[src/rtl/fetch_pair_queue.sv]
// Dual-issue instruction queue between fetch and the dual-instruction decoder.
// Circular FIFO of {PC, IR} entries; accepts up to two entries per cycle and
// presents the two oldest entries in program order as decode slots 0 and 1.
module fetch_pair_queue #(
  parameter int unsigned DEPTH = 8
) (
  input  logic                     clk,
  input  logic                     rst,
  input  logic                     in_valid_0,
  input  logic                     in_valid_1,
  input  logic [31:0]              in_pc_0,
  input  logic [31:0]              in_pc_1,
  input  logic [31:0]              in_ir_0,
  input  logic [31:0]              in_ir_1,
  output logic                     in_ready,
  output logic                     out_valid_0,
  output logic                     out_valid_1,
  output logic [31:0]              out_pc_0,
  output logic [31:0]              out_pc_1,
  output logic [31:0]              out_ir_0,
  output logic [31:0]              out_ir_1,
  input  logic [1:0]               out_take,
  input  logic                     flush,
  output logic [$clog2(DEPTH):0]   count
);

  localparam int unsigned AW = $clog2(DEPTH);
  localparam int unsigned CW = AW + 1;
  localparam logic [CW-1:0] ReadyMax = CW'(DEPTH - 2);
  localparam logic [31:0]   NopIr    = 32'h0000_0013;

  logic [31:0] pc_mem [DEPTH];
  logic [31:0] ir_mem [DEPTH];

  logic [AW-1:0] head_q, head_d;
  logic [AW-1:0] tail_q, tail_d;
  logic [CW-1:0] count_q, count_d;

  logic [AW-1:0] head_p1;
  logic [AW-1:0] tail_p1;
  logic [1:0]    enq;
  logic [1:0]    deq;
  logic [1:0]    take_eff;
  logic          wr_en_0;
  logic          wr_en_1;

  // Slot 1 addresses wrap independently of slot 0.
  assign head_p1 = head_q + AW'(1);
  assign tail_p1 = tail_q + AW'(1);

  // Ready depends only on registered occupancy: no decode-to-fetch path.
  assign in_ready = (count_q <= ReadyMax);
  assign count    = count_q;

  // Enqueue/dequeue amounts; slot 1 without slot 0 is ignored.
  always_comb begin
    enq      = 2'd0;
    deq      = 2'd0;
    take_eff = (out_take == 2'd3) ? 2'd2 : out_take;
    if (in_ready && in_valid_0) begin
      enq = in_valid_1 ? 2'd2 : 2'd1;
    end
    if (count_q == '0) begin
      deq = 2'd0;
    end else if (count_q == CW'(1)) begin
      deq = (take_eff != 2'd0) ? 2'd1 : 2'd0;
    end else begin
      deq = take_eff;
    end
  end

  assign wr_en_0 = !flush && (enq != 2'd0);
  assign wr_en_1 = !flush && (enq == 2'd2);

  // Next-state pointers and occupancy; flush overrides everything.
  always_comb begin
    head_d  = head_q + AW'(deq);
    tail_d  = tail_q + AW'(enq);
    count_d = count_q + CW'(enq) - CW'(deq);
    if (flush) begin
      head_d  = '0;
      tail_d  = '0;
      count_d = '0;
    end
  end

  // Pointer and occupancy registers with asynchronous reset.
  always_ff @(posedge clk or posedge rst) begin
    if (rst) begin
      head_q  <= '0;
      tail_q  <= '0;
      count_q <= '0;
    end else begin
      head_q  <= head_d;
      tail_q  <= tail_d;
      count_q <= count_d;
    end
  end

  // Storage writes; contents are intentionally not reset.
  always_ff @(posedge clk) begin
    if (wr_en_0) begin
      pc_mem[tail_q] <= in_pc_0;
      ir_mem[tail_q] <= in_ir_0;
    end
    if (wr_en_1) begin
      pc_mem[tail_p1] <= in_pc_1;
      ir_mem[tail_p1] <= in_ir_1;
    end
  end

  // Decode slot outputs; invalid slots present PC 0 and a NOP.
  always_comb begin
    out_valid_0 = (count_q != '0);
    out_valid_1 = (count_q >= CW'(2));
    out_pc_0    = 32'h0;
    out_ir_0    = NopIr;
    out_pc_1    = 32'h0;
    out_ir_1    = NopIr;
    if (out_valid_0) begin
      out_pc_0 = pc_mem[head_q];
      out_ir_0 = ir_mem[head_q];
    end
    if (out_valid_1) begin
      out_pc_1 = pc_mem[head_p1];
      out_ir_1 = ir_mem[head_p1];
    end
  end

endmodule

[config.mk]
export PLATFORM = sky130hd
export DESIGN_NAME = fetch_pair_queue
export DESIGN_NICKNAME = d
export VERILOG_FILES = /design/src/rtl/fetch_pair_queue.sv
export SDC_FILE = /design/constraint.sdc
export NUM_CORES = 1
export LEC_CHECK = 0
export BUFFER_PORTS_ARGS = -buffer_cell sky130_fd_sc_hd__buf_2
export CAP_MARGIN = 20
export CORE_MARGIN = 2
export CORE_UTILIZATION = 60
export DETAILED_ROUTE_END_ITERATION = 12
export HOLD_SLACK_MARGIN = 0.08
export PLACE_DENSITY = 0.81
export SYNTH_ARGS = -nofsm -noshare
export SYNTH_HDL_FRONTEND = slang
export SYNTH_SLANG_ARGS = --single-unit
[constraint.sdc]
create_clock -name clk -period 10.78 [get_ports clk]
set_input_delay 1.078 -clock clk [delete_from_list [all_inputs] [get_ports clk]]
set_output_delay 1.078 -clock clk [all_outputs]
set_load 0.01 [all_outputs]
==> reports/results.md <==
| Quantity | This run | Unit |
| --- | --- | --- |
| Status | completed | - |
| Reg-to-reg setup timing slack | 6.54 | ns |
| P per Cell Area | 236 | mW/mm^2 |
| Initial standard-cell utilization of the core | 0.609 | - |
| Fraction of the mapped netlist area in compound gates | 0.0402 | - |
| Routed WL per cell | 31.6 | um |
| Starting DRC count in detailed routing | 1982 | - |
| Post-synthesis share of cell area spent on xor and xnor gates | 0.00231 | - |
| Top-Level Pins | 270 | - |
| Final Total Pwr | 7.85 | mW |
| Number of hold violations in the final report | 0 | - |
| Nets | 2032 | - |
| Arrival time at the worst endpoint | 4.64 | ns |
| Ordered list of cells on the worst path | ha_4, buf_4, buf_4, mux4_2, a22o_1, buf_2 | - |
| Highest clock rate | 175 | MHz |
| Capturing element of the worst setup path | out_ir_1[20] | - |
| Number of maximum-capacitance violations | 0 | - |
| TritonCTS sink count | 522 | - |
| Kind of end point of the critical path | output pin | - |
| Highest-delay cell along the critical path | sky130_fd_sc_hd__dfrtp_4 | - |
| Worst EP required | 9.70 | ns |
| Post-route minimum period | 5.71 | ns |
| Number of enable-type register cells in the synthesized netlist | 512 | - |
| Worst Clk Skew | 0.0131 | ns |
| Synth Area in Simple Gates | 0.0131 | - |
| Clock insertion delay at the later pin of the skew report | 0.62 | ns |
| Highest cell delay on the worst timing path | 0.92 | ns |
| Reg-to-reg critical path endpoint | ir_mem[7][28] | - |
| Number of antenna violations at the first check in global routing | 20 | - |
| Number of buffers inserted for hold repair after clock tree synthesis | 0 | - |
| Setup repair after global routing missed its margin | no | - |
| Cell area after synthesis | 0.0298 | mm^2 |
| Main combinational cell family by area after synthesis | multiplexers | - |
| Bufs on Longest Clock Path | 3 | - |
| Largest net degree at the start of global routing | 152 | - |
| Vertical die dimension | 227 | um |
| Top cell by count, worst path | sky130_fd_sc_hd__buf_4 | - |
| Count of buffers added by post-CTS timing repair for setup | 0 | - |
| Slew HR | 0.204 | - |
| Tightest hold margin | 0.463 | ns |
| FFs w/ async S/R, synth | 0.0192 | - |
| Least-Margin Pin Slew | 1.19 | ns |
| Hold/Removal Path Class | in2async | - |
| Buffers on Ports | 269 | - |
| Antenna viol nets, final | 0 | - |
| TritonCTS clock tree | done | - |
| Average cell area after synthesis | 17.9 | um^2 |
| Overflow left after global routing | 0 | - |
| Die Width | 227 | um |
| Area share of fa/ha/maj cells after synthesis | 0.00689 | - |
| Ys Warns | 0 | - |
| DP Wirelength | 45800 | um |
| Peak supply drop | 0.000230 | V |
| Layout Utilization | 0.681 | - |
| Weighted congestion at the end of routability-driven global placement | 0.847 | - |
| Vias per cell | 7.12 | - |
| Biggest fanout along the worst timing path | 47 | - |
| Count of pins over their slew limit | 0 | - |
| Leakage dissipation | 11.1 | nW |
| Via total after detailed routing | 18.5k | - |
| Crit. Startpoint | head_q[0] | - |
| Primary FF master, synth | sky130_fd_sc_hd__edfxtp_1 | - |
| Category of the critical setup timing path | reg2out | - |
| Site row count | 81 | - |
| Mux contribution to synthesized area | 0.387 | - |
| Startpoint of the worst-slack reg-to-reg timing path | count[2] | - |
| DRC errors left | 0 | - |
| Floorplan Core Area | 0.0490 | mm^2 |
| Number of register bits inferred by synthesis | 522 | - |
| Part of the cycle the worst path needs | 0.530 | - |
| Total wire length | 82200 | um |
| Post-Syn Nets | 1812 | - |
| Gr usage total | 0.323 | - |
| R2r worst-path depth | 7 | - |
| Final setup violation count | 0 | - |
| Area growth from synthesis to layout | 11.9 | % |
| Total Neg Setup Slack | 0 | ns |
| Maximum level of the CTS H-tree | 2 | - |
| Post-synth cell types | 40 | - |
| Post-CTS resize count | 0 | - |
| Cells after Synth | 1663 | - |
| Via count of the first global-routing pass | 19.2k | - |
| First drt pass iteration count | 6 | - |
| Global-route wire length before repair | 121000 | um |
| Overall die area | 0.0515 | mm^2 |
| Share of cells above drive strength 1 | 0.582 | - |
| Clk slew on worst S/H paths | 0.06 | ns |
| Root Buffer Master | sky130_fd_sc_hd__clkbuf_16 | - |
| Fraction of the yosys area taken by sequential cells | 0.524 | - |
| Number of buffers created by CTS | 55 | - |
| Startpoint kind of the worst setup timing path | flop | - |
[layer usage]
| metal | share of wire | vias to the layer above | GRT usage | wire length (um) |
|---|---|---|---|---|
| li1 | - | 7541 | - | - |
| met1 | 0.38 | 9728 | 0.427 | 30900 |
| met2 | 0.50 | 1039 | 0.532 | 40800 |
| met3 | 0.095 | 193 | 0.0680 | 7810 |
| met4 | 0.031 | 16 | 0.119 | 2560 |
| met5 | 0.0012 | - | 0 | 99 |
[sequential cells by signal, indices dropped and copies added, names as in the netlist]
register and flops:
tail_q 3, count 4, head_q 3, ir_mem 256
pc_mem 256
[worst min path at each step]
stage / from / endpoint / slack [ns] / cells past startpoint
final: rst / count[2] / 0.46 / 2
after detailed placement: head_q[2] / head_q[2] / 0.69 / 2
after floorplan: head_q[0] / head_q[0] / 0.61 / 2
after global placement: head_q[2] / head_q[2] / 0.70 / 2
after global routing: rst / count[2] / 0.47 / 2
after CTS: rst / count[2] / 0.45 / 2
[cells in the final DEF (no fill, tap or decap), types with 3 or more instances in the layout]
| master | netlist | final |
|---|---|---|
| sky130_fd_sc_hd__clkinv_2 | 0 | 6 |
| sky130_fd_sc_hd__nand3_4 | 0 | 4 |
| sky130_fd_sc_hd__a22o_1 | 122 | 122 |
| sky130_fd_sc_hd__diode_2 | 0 | 15 |
| sky130_fd_sc_hd__buf_2 | 55 | 269 |
| sky130_fd_sc_hd__edfxtp_1 | 512 | 512 |
| sky130_fd_sc_hd__nand3b_1 | 5 | 5 |
| sky130_fd_sc_hd__nand2_1 | 7 | 7 |
| sky130_fd_sc_hd__xnor2_1 | 4 | 4 |
| sky130_fd_sc_hd__nor2_4 | 0 | 4 |
| sky130_fd_sc_hd__nor3_4 | 4 | 4 |
| sky130_fd_sc_hd__mux4_2 | 256 | 256 |
| sky130_fd_sc_hd__inv_6 | 0 | 3 |
| sky130_fd_sc_hd__clkbuf_16 | 0 | 55 |
| sky130_fd_sc_hd__fa_1 | 4 | 4 |
| sky130_fd_sc_hd__nand4b_1 | 3 | 3 |
| sky130_fd_sc_hd__clkinv_1 | 0 | 7 |
| sky130_fd_sc_hd__buf_4 | 12 | 31 |
| sky130_fd_sc_hd__dfrtp_1 | 10 | 8 |
| sky130_fd_sc_hd__ha_1 | 10 | 9 |
| sky130_fd_sc_hd__mux2_2 | 462 | 462 |
| sky130_fd_sc_hd__o22a_1 | 6 | 6 |
| sky130_fd_sc_hd__clkbuf_1 | 53 | 18 |
| sky130_fd_sc_hd__mux2_1 | 51 | 51 |
| sky130_fd_sc_hd__nor2_1 | 15 | 11 |
| sky130_fd_sc_hd__a21oi_4 | 0 | 6 |
| sky130_fd_sc_hd__nor2b_1 | 6 | 5 |
| sky130_fd_sc_hd__nand3_1 | 3 | 3 |
| sky130_fd_sc_hd__inv_1 | 11 | 11 |
| sky130_fd_sc_hd__nor3_1 | 3 | 3 |
[through the flow]
step / std cells / setup slack, ns / cell area (um^2)
4_1_cts: 2586 / 4.90 / 33300
6_report: 2601 / 5.07 / 33300
2_1_floorplan: 1663 / 5.59 / 29800
5_1_grt: 2595 / 4.74 / 33300
3_3_place_gp: 2490 / 5.66 / 31700
3_5_place_dp: 2490 / 5.57 / 31700
[Yosys cell counts (all sizes together), types with 3 or more instances]
library cell  number  share of area
nand3              7         0.0018
a22o             122          0.036
nor2              15         0.0019
buf               84          0.017
edfxtp           512           0.52
clkbuf            54         0.0068
a21oi              7         0.0012
nand2              7        0.00088
o22a               6         0.0018
fa                 4         0.0027
xnor2              5         0.0017
inv               12         0.0015
dfrtp             10         0.0084
nand4b             3        0.00088
nor3               7         0.0027
nand3b             5         0.0013
mux4             256           0.19
nor2b              6         0.0013
mux2             513           0.19
ha                10         0.0042
[cell families after synthesis]
logic type | Yosys count
compound gates | 141
xor+xnor | 7
fa+ha+maj | 14
buf+inv | 150
flops | 522
mux | 769
simple gates | 60
[power by group]
part	internal [mW]	total (mW)	switching, mW
combinational	1.71	3.60	1.90
clock	0.997	1.80	0.800
sequential	2.35	2.45	0.101
total	5.06	7.85	2.80
[worst max-delay path: cells and delay by family (launching register included)]
kind	cells	cell delay, ns
buf+inv	3	1.57
compound gates	1	0.28
flops	1	0.92
fa+ha+maj	1	0.54
mux	1	0.60
[layout make-up]
cell class                 count  area, um^2
clock inverter                21         166
inverter                      12        45.0
multi-input combinational    991       13600
tap                          664         831
timing repair buffer         301        1600
sequential                   522       15600
clock buffer                  75        1470
antenna                       15        37.5
fill                        3188       15600
Note: power is estimated with default switching activity, not from simulation.
